<file path="src/rtl/nes_poll_sequencer.sv">
// Periodic NES controller poller: drives latch/shift-clock timing from a prescaled tick,
// shifts in the 8 active-low button bits and publishes a registered active-high button word.
module nes_poll_sequencer #(
   parameter int CLK_DIV     = 56,
   parameter int POLL_TICKS  = 14880,
   parameter int LATCH_TICKS = 11,
   parameter int HALF_TICKS  = 5
) (
   input  logic       inputclk,
   input  logic       reset_b,
   input  logic       enable,
   input  logic       data,
   output logic       clklatch,
   output logic       clkout,
   output logic [7:0] buttons,
   output logic       valid,
   output logic       up,
   output logic       down,
   output logic       left,
   output logic       right
);

   localparam int PRESC_W = (CLK_DIV > 1) ? $clog2(CLK_DIV) : 1;
   localparam int POLL_W  = (POLL_TICKS > 1) ? $clog2(POLL_TICKS) : 1;
   localparam int PHASE_N = (LATCH_TICKS > HALF_TICKS) ? LATCH_TICKS : HALF_TICKS;
   localparam int PHASE_W = (PHASE_N > 1) ? $clog2(PHASE_N) : 1;

   localparam logic [PRESC_W-1:0] PRESC_LAST = PRESC_W'(CLK_DIV - 1);
   localparam logic [POLL_W-1:0]  POLL_LAST  = POLL_W'(POLL_TICKS - 1);
   localparam logic [PHASE_W-1:0] LATCH_LAST = PHASE_W'(LATCH_TICKS - 1);
   localparam logic [PHASE_W-1:0] HALF_LAST  = PHASE_W'(HALF_TICKS - 1);

   typedef enum logic [2:0] {
      ST_IDLE,
      ST_LATCH,
      ST_SLO,
      ST_SHI,
      ST_DONE
   } state_t;

   state_t               state_q, state_d;
   logic [PRESC_W-1:0]   presc_q, presc_d;
   logic [POLL_W-1:0]    poll_q, poll_d;
   logic [PHASE_W-1:0]   phase_q, phase_d;
   logic [2:0]           idx_q, idx_d;
   logic [7:0]           sr_q, sr_d;
   logic [7:0]           buttons_q, buttons_d;
   logic                 valid_q, valid_d;
   logic                 clklatch_q, clklatch_d;
   logic                 clkout_q, clkout_d;
   logic                 data_meta_q, data_sync_q;
   logic                 tick;

   assign tick    = (presc_q == PRESC_LAST);
   assign presc_d = tick ? '0 : presc_q + PRESC_W'(1);

   always_comb begin
      state_d   = state_q;
      poll_d    = poll_q;
      phase_d   = phase_q;
      idx_d     = idx_q;
      sr_d      = sr_q;
      buttons_d = buttons_q;
      valid_d   = 1'b0;
      case (state_q)
         ST_IDLE: begin
            if (!enable) begin
               poll_d = '0;
            end else if (tick) begin
               if (poll_q == POLL_LAST) begin
                  poll_d  = '0;
                  phase_d = '0;
                  state_d = ST_LATCH;
               end else begin
                  poll_d = poll_q + POLL_W'(1);
               end
            end
         end
         ST_LATCH: begin
            if (tick) begin
               if (phase_q == LATCH_LAST) begin
                  phase_d = '0;
                  idx_d   = '0;
                  state_d = ST_SLO;
               end else begin
                  phase_d = phase_q + PHASE_W'(1);
               end
            end
         end
         ST_SLO: begin
            // Pad presents the current bit while clkout is low; grab it on the last tick.
            if (tick) begin
               if (phase_q == HALF_LAST) begin
                  phase_d     = '0;
                  sr_d[idx_q] = ~data_sync_q;
                  state_d     = (idx_q == 3'd7) ? ST_DONE : ST_SHI;
               end else begin
                  phase_d = phase_q + PHASE_W'(1);
               end
            end
         end
         ST_SHI: begin
            if (tick) begin
               if (phase_q == HALF_LAST) begin
                  phase_d = '0;
                  idx_d   = idx_q + 3'd1;
                  state_d = ST_SLO;
               end else begin
                  phase_d = phase_q + PHASE_W'(1);
               end
            end
         end
         ST_DONE: begin
            buttons_d = sr_q;
            valid_d   = 1'b1;
            poll_d    = '0;
            state_d   = ST_IDLE;
         end
         default: begin
            state_d = ST_IDLE;
         end
      endcase
   end

   // Pad outputs are decoded from the next state so the pins come straight off flops.
   assign clklatch_d = (state_d == ST_LATCH);
   assign clkout_d   = (state_d == ST_SHI);

   always_ff @(posedge inputclk) begin
      if (!reset_b) begin
         state_q     <= ST_IDLE;
         presc_q     <= '0;
         poll_q      <= '0;
         phase_q     <= '0;
         idx_q       <= '0;
         sr_q        <= '0;
         buttons_q   <= '0;
         valid_q     <= 1'b0;
         clklatch_q  <= 1'b0;
         clkout_q    <= 1'b0;
         data_meta_q <= 1'b1;
         data_sync_q <= 1'b1;
      end else begin
         state_q     <= state_d;
         presc_q     <= presc_d;
         poll_q      <= poll_d;
         phase_q     <= phase_d;
         idx_q       <= idx_d;
         sr_q        <= sr_d;
         buttons_q   <= buttons_d;
         valid_q     <= valid_d;
         clklatch_q  <= clklatch_d;
         clkout_q    <= clkout_d;
         data_meta_q <= data;
         data_sync_q <= data_meta_q;
      end
   end

   assign clklatch = clklatch_q;
   assign clkout   = clkout_q;
   assign buttons  = buttons_q;
   assign valid    = valid_q;
   assign up       = buttons_q[4];
   assign down     = buttons_q[5];
   assign left     = buttons_q[6];
   assign right    = buttons_q[7];

endmodule

</file>
<file path="config.mk">
export PLATFORM = sky130hd
export DESIGN_NAME = nes_poll_sequencer
export DESIGN_NICKNAME = d
export VERILOG_FILES = /design/src/rtl/nes_poll_sequencer.sv
export SDC_FILE = /design/constraint.sdc
export NUM_CORES = 1
export LEC_CHECK = 0
export CELL_PAD_IN_SITES_DETAIL_PLACEMENT = 0
export CELL_PAD_IN_SITES_GLOBAL_PLACEMENT = 1
export CORE_ASPECT_RATIO = 0.75
export CORE_UTILIZATION = 47
export CTS_CLUSTER_DIAMETER = 200
export DETAILED_ROUTE_END_ITERATION = 10
export PLACE_DENSITY_LB_ADDON = 0.3
export SKIP_CTS_REPAIR_TIMING = 1
export SLEW_MARGIN = 40
export SYNTH_ARGS = -nofsm -noshare
export SYNTH_HDL_FRONTEND = slang
export SYNTH_SLANG_ARGS = --single-unit
</file>
<file path="constraint.sdc">
create_clock -name inputclk -period 4.2 [get_ports inputclk]
set_input_delay 1.26 -clock inputclk [delete_from_list [all_inputs] [get_ports inputclk]]
set_output_delay 1.26 -clock inputclk [all_outputs]
set_load 0.05 [all_outputs]
</file>
Yosys cells after proc, flatten, opt, wreduce, memory -nomap -nowiden
Index checks and enable logic that the tools add are counted.
{"block": "op_classes", "n_mux": 32, "n_bitwise": 2, "eq_ne": 20, "reduce_logical": 11, "n_addsub": 4, "n_lt_le_gt_ge": 2}
{"operator": "2-to-1 mux 14 bit", "count": 3}
{"operator": "2-to-1 mux 3 bit", "count": 14}
{"operator": "2-to-1 mux 4 bit", "count": 7}
{"operator": "one-hot mux 14 bit (2 select lines)", "count": 1}
{"operator": "adder 14 x 1 -> 14 bit (second input constant)", "count": 1}
{"operator": "equality test 14 bit (second input constant)", "count": 1}
{"operator": "!= test 2 bit (second input constant)", "count": 7}
{"operator": "one-hot mux 3 bit (4 select lines)", "count": 1}
{"operator": "one-hot mux 4 bit (3 select lines)", "count": 1}
{"operator": "equality test 3 x 2 -> 1 bit (second input constant)", "count": 3}
{"operator": "bitwise mux 8 bit", "count": 1}
{"operator": "adder 6 x 1 -> 6 bit (second input constant)", "count": 1}
{"operator": "equality test 3 x 1 -> 1 bit (second input constant)", "count": 2}
{"operator": "equality test 3 bit (second input constant)", "count": 2}
{"operator": "equality test 6 bit (second input constant)", "count": 1}
{"operator": "one-hot mux 3 bit (2 select lines)", "count": 1}
{"operator": "AND reduction 6 bit", "count": 1}
{"operator": "AND reduction 5 bit", "count": 1}
{"operator": "adder 4 x 1 -> 4 bit (second input constant)", "count": 1}
{"operator": "equality test 4 x 3 -> 1 bit (second input constant)", "count": 1}
{"operator": "equality test 4 bit (second input constant)", "count": 1}
{"operator": "less-than comparator 3 x 4 -> 1 bit (second input constant)", "count": 1}
{"operator": "nonzero test 2 bit", "count": 2}
{"operator": "OR reduction 2 bit", "count": 2}
{"operator": "12 further kinds", "count": 14}
{"block": "word_totals", "out_inout_bits": 15, "register_bits": 51, "in_bits": 4, "wordCells": 83}

Logic depth before layout (Yosys ltp)
Gate-level depths: netlist (run 1).
{"block": "logic_depth", "depth_word": 6, "depth_mapped": 7, "depth_no_buf": 7}

Worst setup path after synthesis (run 1)
OpenSTA, ideal clock, no wires.
{"block": "synth_timing", "kind": "in2reg", "start": "in enable", "end": "reg poll_q[5]", "setup_time_ns": 0.074, "path_stages": 4, "t_required_ns": 4.126, "setup_slack_ns": 1.934, "path_buffers": 0, "arrival_ns": 2.192, "path_cell_list": "nand2_1 or2_2 or4_1 a31oi_1"}
{"block": "synth_between", "elab_chain_len": 2, "elab_cells_between_ends": 4, "cone_classes": "1 x eq/ne; 2 x mux; 1 x reduce/logical"}
{"item": "from (decl)", "line_no": "11", "rtl": "input logic enable,"}
{"item": "2-to-1 mux 14 bit / != test 3 bit (equally long branches)"}
{"item": "one-hot mux 14 bit (2 select lines) / AND reduction 2 bit (equally long branches)"}
{"item": "to (signal assigned)", "line_no": "146", "rtl": "poll_q <= poll_d;"}
{"item": "to (decl)", "line_no": "43", "rtl": "logic [POLL_W-1:0] poll_q, poll_d;"}
Several ways; a longest one is shown, not always the timed one.
A chain may end at the register's enable or synchronous reset.

==> results of run 1 <==
==> stage by stage <==
stage,instance area [sq um],total power [mW]
final,2821,0.8608
after global routing,2821,0.8927
after CTS,2821,0.8709
after detailed placement,2715,0.5351
after global placement,2710,0.5351
after floorplan,2497,0.5234
==> cell usage after synthesis (3+ instances only) <==
library cell,n,area share
or4_1,4,0.012
nand2b_1,6,0.015
nand4b_1,3,0.011
o21ai_0,14,0.028
nand3b_1,8,0.024
o221ai_1,3,0.011
nor2_1,21,0.032
nor3_1,3,0.0060
nand2_1,54,0.081
clkbuf_1,4,0.0060
a21o_1,4,0.012
mux2i_1,5,0.020
a22o_1,4,0.014
nor2b_1,5,0.013
a21oi_1,15,0.030
dfxtp_1,51,0.41
nand4_1,4,0.010
inv_1,9,0.014
ha_1,7,0.035
or3_1,5,0.013
nand3_1,13,0.026
buf_4,4,0.012
buf_2,4,0.0080
==> area by class of cell <==
| cell class | instances | area share |
|---|---|---|
| Multi-Input combinational cell | 220 | 0.4874 |
| Sequential cell | 51 | 0.3619 |
| Clock buffer | 5 | 0.02439 |
| Tap cell | 72 | 0.03193 |
| Inverter | 9 | 0.01197 |
| Timing Repair Buffer | 20 | 0.06918 |
| Clock inverter | 2 | 0.01330 |
==> path summary, 6_finish.rpt <==
kind                                   from     endpoint  cells after the start
worst max-delay path                reset_b    poll_q[2]                      5
worst min register to register  data_meta_q  data_sync_q                      1
worst min-delay path            data_meta_q  data_sync_q                      1
worst max register to register   state_q[1]    poll_q[2]                      5
==> per-layer routing <==
metal  vias to the layer above  share of wire  GRT usage
met5                         -              0          0
met4                         0          0.011    0.06667
met2                        35           0.40     0.2788
met1                       950           0.54     0.3024
met3                         6          0.039    0.04271
li1                       1083              -          -
==> cells in the final DEF, fill, tap and decap left out, drive strengths merged, types with 6 or more instances in the layout <==
cell type	n
inv	9
nand2	54
o21ai	14
dfxtp	51
nand3	13
clkdlybuf4s50	18
nor2	22
a21oi	15
ha	7
nand2b	6
nand3b	8
==> critical path: cells and delay by family <==
family,cells,cell delay [ps]
buf+inv,1,730
compound gates,1,180
simple gates,3,990
==> kinds of logic (layout without fill, tap and decap cells) <==
kind of cell,after synthesis,after routing,synth area share
AND/OR/NAND/NOR,145,145,0.3216
AO/OA/AOI/OAI,60,60,0.1613
flip-flops,51,51,0.4088
buffers and inverters,23,36,0.04258
adder cells (fa/ha/maj),7,7,0.03507
multiplexers,5,5,0.02004
XOR/XNOR,3,3,0.01052
==> power by group <==
group          switching (mW)  internal (mW)
clock                   0.162          0.174
sequential            0.00341          0.487
combinational          0.0215         0.0119
==> flip-flops by register name, indices dropped and copies added, names as in the netlist <==
name,count
buttons,8
clklatch,1
clkout,1
data_meta_q,1
data_sync_q,1
idx_q,3
phase_q,4
poll_q,14
presc_q,6
sr_q,8
state_q,3
valid,1
==> results.tsv, run 1 <==
stage	metric	value	unit
timing	Final Slew Violations	0	
timing	Clock Skew	6.574	ps
route	number of routed nets with antenna violations	0	
timing	Final Worst Setup Slack	1275	ps
synthesis	EDFF count, synth	0	
route	initial drt markers	124	
synthesis	Yosys reg bits	51	
finish	nets@finish	318	
placed_design	Detailed Place HPWL	3.751	mm
finish	sequential standard cell area	1021	sq um
placed_design	Placer Congestion	0.8447	
setup_path	Worst setup SP type	input pin	
finish	Area Growth Syn to Fin	12.98	%
power_and_ir_drop	Peak VDD IR	0.1821	mV
timing	final setup fails	0	
route	drt total wl	5.164	mm
synthesis	Syn Inst Count	294	
route	drt pass-1 iters	4	
clocking	TritonCTS clock tree	done	
grt	first-pass GRT wire length	8.756	mm
timing	unrepaired setup endpoints after global routing	false	
finish	Diodes inserted	0	
setup_path	CP Max Fanout	11	
die	Starting Density	0.4985	
min_path	Hold/Removal Path Class	flop to flop	
synthesis	synth unique cells	57	
grt	GRT overflow	0	
clocking	H-tree depth	2	
grt	vias in the first global route	1812	
route	Vias	2074	
timing	Fmax	341.8	MHz
finish	post-layout util	0.5632	
die	Die W	86.17	microns
setup_path	WP data required	4430	ps
clocking	# clock sinks	51	
timing	Final Hold Fails	0	
synthesis	Ys Warns	0	
finish	fin cells	379	
synthesis	area of the mapped netlist	2497	sq um
synthesis	sequential-to-total area share from yosys stat	0.4088	
clocking	clock buffer depth	2	
die	Rows	22	
timing	Hold WS	410.7	ps
synthesis	Mapped Nets	305	
finish	proportion of layout cells with a drive suffix above 1	0.06840	
timing	Slew Limit Headroom	0.5068	
setup_path	Slowest-stage cell, CP	clkdlybuf4s50_1	
die	Boundary Pins	19	
clocking	TritonCTS Buffers	5	
clocking	Clock Latency Late Sink	300	ps
power_and_ir_drop	Pleak	0.9934	nW
route	vias per cell	5.472	
route	# DRC	0	
timing	Slew @ Worst Pin	734.1	ps
clocking	Worst-path clk slew	100	ps
flow_run	max cap viols	0	
setup_path	Critical Path End Type	flop	
timing	period utilisation layout	0.6965	
placed_design	# port buffers	18	
outcome	outcome	completed	
setup_path	R2R setup slack	1970	ps
power_and_ir_drop	Power Density	305.1	nW/um^2
finish	multi-input logic area	1375	sq um
placed_design	pre-CTS WS	1006	ps
clocking	Clock Root Buffer	clkbuf_8	
route	Routed WL per cell	13.63	microns
grt	initial antenna violation count	0	
die	Core ar.	5010	sq um
setup_path	Setup CP Type	input pin to flop	
synthesis	Mean Syn Cell Area	8.495	sq um
setup_path	CP peak stage delay	730	ps
grt	GRT Total Usage	0.2002	
synthesis	dominant synthesized flop cell	dfxtp_1	
die	Die ar.	5612	sq um
die	height of the die	65.13	microns
grt	largest net degree at the start of global routing	16	
synthesis	FFs w/ async S/R, synth	0	
timing	setup TNS	0	ps
timing	Tmin final	2925	ps
setup_path	critical path arrival	3150	ps
finish	# fillers	513	
setup_path	CP Cell Sequence	clkdlybuf4s50_1 > nand3_1 > nor3_1 > nand2_1 > o21ai_0	
placed_design	Placed Cells	372	
Power figures use the tool's default switching activity.
==> run 2, diff against run 1 <==
--- a/config.mk
+++ b/config.mk
@@ -8,7 +8,7 @@
 export CELL_PAD_IN_SITES_DETAIL_PLACEMENT = 0
 export CELL_PAD_IN_SITES_GLOBAL_PLACEMENT = 1
 export CORE_ASPECT_RATIO = 0.75
-export CORE_UTILIZATION = 47
+export CORE_UTILIZATION = 44
 export CTS_CLUSTER_DIAMETER = 200
 export DETAILED_ROUTE_END_ITERATION = 10
 export PLACE_DENSITY_LB_ADDON = 0.3
==> constraint.sdc (replaced) <==
create_clock -name inputclk -period 3 [get_ports inputclk]
set_input_delay 0.9 -clock inputclk [delete_from_list [all_inputs] [get_ports inputclk]]
set_output_delay 0.9 -clock inputclk [all_outputs]
set_load 0.05 [all_outputs]
==> run 2 against run 1 <==
- worst setup slack worse by 660 ps
- count of clock-buffer cells in the layout is the same
- via count increased by 2.4%
- routed wire length up 1.5%
- flip-flop and latch count unchanged
- total power increased by 53%
- worst hold slack improved by 27 ps
- die area grew 6.6%
- cell area rose by 2.4%
- largest cell class unchanged
==> results.tsv, run 2 (synthesis results as in run 1) <==
stage	metric	value	unit
outcome	outcome	completed	
timing	final setup fails	0	
power_and_ir_drop	overall power	1.319	mW
timing	Slew Limit Headroom	0.5810	
setup_path	WP data required	2100	ps
power_and_ir_drop	Power Density	456.5	nW/um^2
setup_path	Critical Path End Type	primary output	
grt	GRT overflow	0	
clocking	Clock Latency Late Sink	310	ps
route	drt pass-1 iters	4	
clocking	TritonCTS clock tree	done	
timing	Final Slew Violations	0	
finish	most frequent cells in the layout	nand2_1, dfxtp_1, nor2_1	
route	number of routed nets with antenna violations	0	
finish	fin cells	387	
clocking	# clock sinks	51	
placed_design	Placed Cells	379	
route	initial drt markers	132	
timing	Slew @ Worst Pin	623.7	ps
grt	initial antenna violation count	0	
die	Die W	89.00	microns
route	vias per cell	5.488	
timing	Hold WS	437.6	ps
grt	GRT Total Usage	0.1872	
finish	most common cell after layout, fill and taps aside	nand2_1	
setup_path	cell family with most CP delay	buffers and inverters	
route	Vias	2124	
placed_design	Detailed Place HPWL	3.815	mm
die	Core ar.	5410	sq um
finish	sequential standard cell area	1021	sq um
timing	unrepaired setup endpoints after global routing	false	
clocking	Worst-path clk slew	100	ps
die	Starting Density	0.4616	
finish	proportion of layout cells with a drive suffix above 1	0.08333	
timing	Tmin final	2389	ps
die	Rows	23	
die	Boundary Pins	19	
timing	Clock Skew	8.216	ps
finish	post-layout util	0.5340	
setup_path	Worst R2R Start	state_q[1]	
finish	Most flops, register	poll_q	
min_path	worst hold stages	1	
finish	nets@finish	322	
power_and_ir_drop	Logic pwr share	0.037	
setup_path	Worst setup SP type	flop	
clocking	clock buffer depth	2	
clocking	H-tree depth	2	
placed_design	Placer Congestion	0.8526	
power_and_ir_drop	Pleak	1.034	nW
setup_path	Slowest-stage cell, CP	clkdlybuf4s50_1	
flow_run	max cap viols	0	
die	height of the die	67.25	microns
clocking	TritonCTS Buffers	5	
finish	# fillers	528	
power_and_ir_drop	switching share of power	0.2112	
grt	first-pass GRT wire length	8.590	mm
die	Die ar.	5984	sq um
timing	period utilisation layout	0.7964	
route	Routed WL per cell	13.54	microns
setup_path	CP Max Fanout	3	
setup_path	Worst R2R Path Depth	5	
min_path	hold path startpoint	data_meta_q	
finish	multi-input logic area	1375	sq um
min_path	Hold/Removal Path Class	flop to flop	
finish	max FFs per register	14	
route	# DRC	0	
setup_path	CP startpoint	buttons[7]	
setup_path	critical path arrival	1490	ps
timing	Fmax	418.6	MHz
grt	vias in the first global route	1758	
finish	Diodes inserted	0	
power_and_ir_drop	Peak VDD IR	0.2817	mV
setup_path	Setup CP Type	flop to primary output	
power_and_ir_drop	Clk pwr share	0.441	
power_and_ir_drop	Flop pwr share	0.521	
timing	setup TNS	0	ps
power_and_ir_drop	Int Pwr	1.040	mW
grt	largest net degree at the start of global routing	18	
finish	Area Growth Syn to Fin	15.68	%
setup_path	Worst Path Buf+Inv	1	
setup_path	CP Cell Sequence	clkdlybuf4s50_1	
timing	Final Hold Fails	0	
power_and_ir_drop	switching pwr	0.2785	mW
route	drt total wl	5.240	mm
setup_path	Stages on worst setup path	1	
placed_design	# port buffers	18	
clocking	Clock Root Buffer	clkbuf_8	
setup_path	CP peak stage delay	820	ps
## run 2: cell count changes in the layout (fill, tap and decap cells not counted)
| cell | before | now |
|---|---|---|
| bufinv_16 | 1 | 2 |
| buf_4 | 2 | 6 |
| inv_8 | 0 | 1 |
| clkinvlp_4 | 1 | 0 |
## run 2: path summary, 6_finish.rpt
check | slack, ps | to
max reg2reg | 810 | poll_q[5]
max | 610 | right
min reg2reg | 440 | data_sync_q
min | 440 | data_sync_q
## run 2: cell type report
type                       instances  area share
tap                               75     0.03248
clock inverter                     3     0.02469
multi-input combinational        220      0.4760
clock buffer                       5     0.02382
timing repair buffer              24     0.07796
inverter                           9     0.01169
sequential                        51      0.3534
## run 2: per-layer routing
metal | vias to the layer above | track usage | wire (microns)
met5 | - | 0 | 0
met4 | 0 | 0.04167 | 14
met3 | 2 | 0.04034 | 218
met2 | 48 | 0.2490 | 2101
met1 | 984 | 0.2992 | 2906
li1 | 1090 | - | -
## run 2: stage by stage
step / cell area, sq um / worst slack (ps)
after floorplan: 2497 / 1094
after global placement: 2744 / 401.3
after detailed placement: 2749 / 341.1
after CTS: 2889 / 584.9
after global routing: 2889 / 511.8
final: 2889 / 610.9
## run 2: power groups by stage
| stage | logic [mW] | registers, mW | clock network (mW) |
|---|---|---|---|
| after floorplan | 0.0312 | 0.702 | 0 |
| after global placement | 0.0497 | 0.703 | 0 |
| after detailed placement | 0.0491 | 0.703 | 0 |
| after CTS | 0.0492 | 0.687 | 0.596 |
| after global routing | 0.0551 | 0.689 | 0.620 |
| final | 0.0494 | 0.687 | 0.582 |
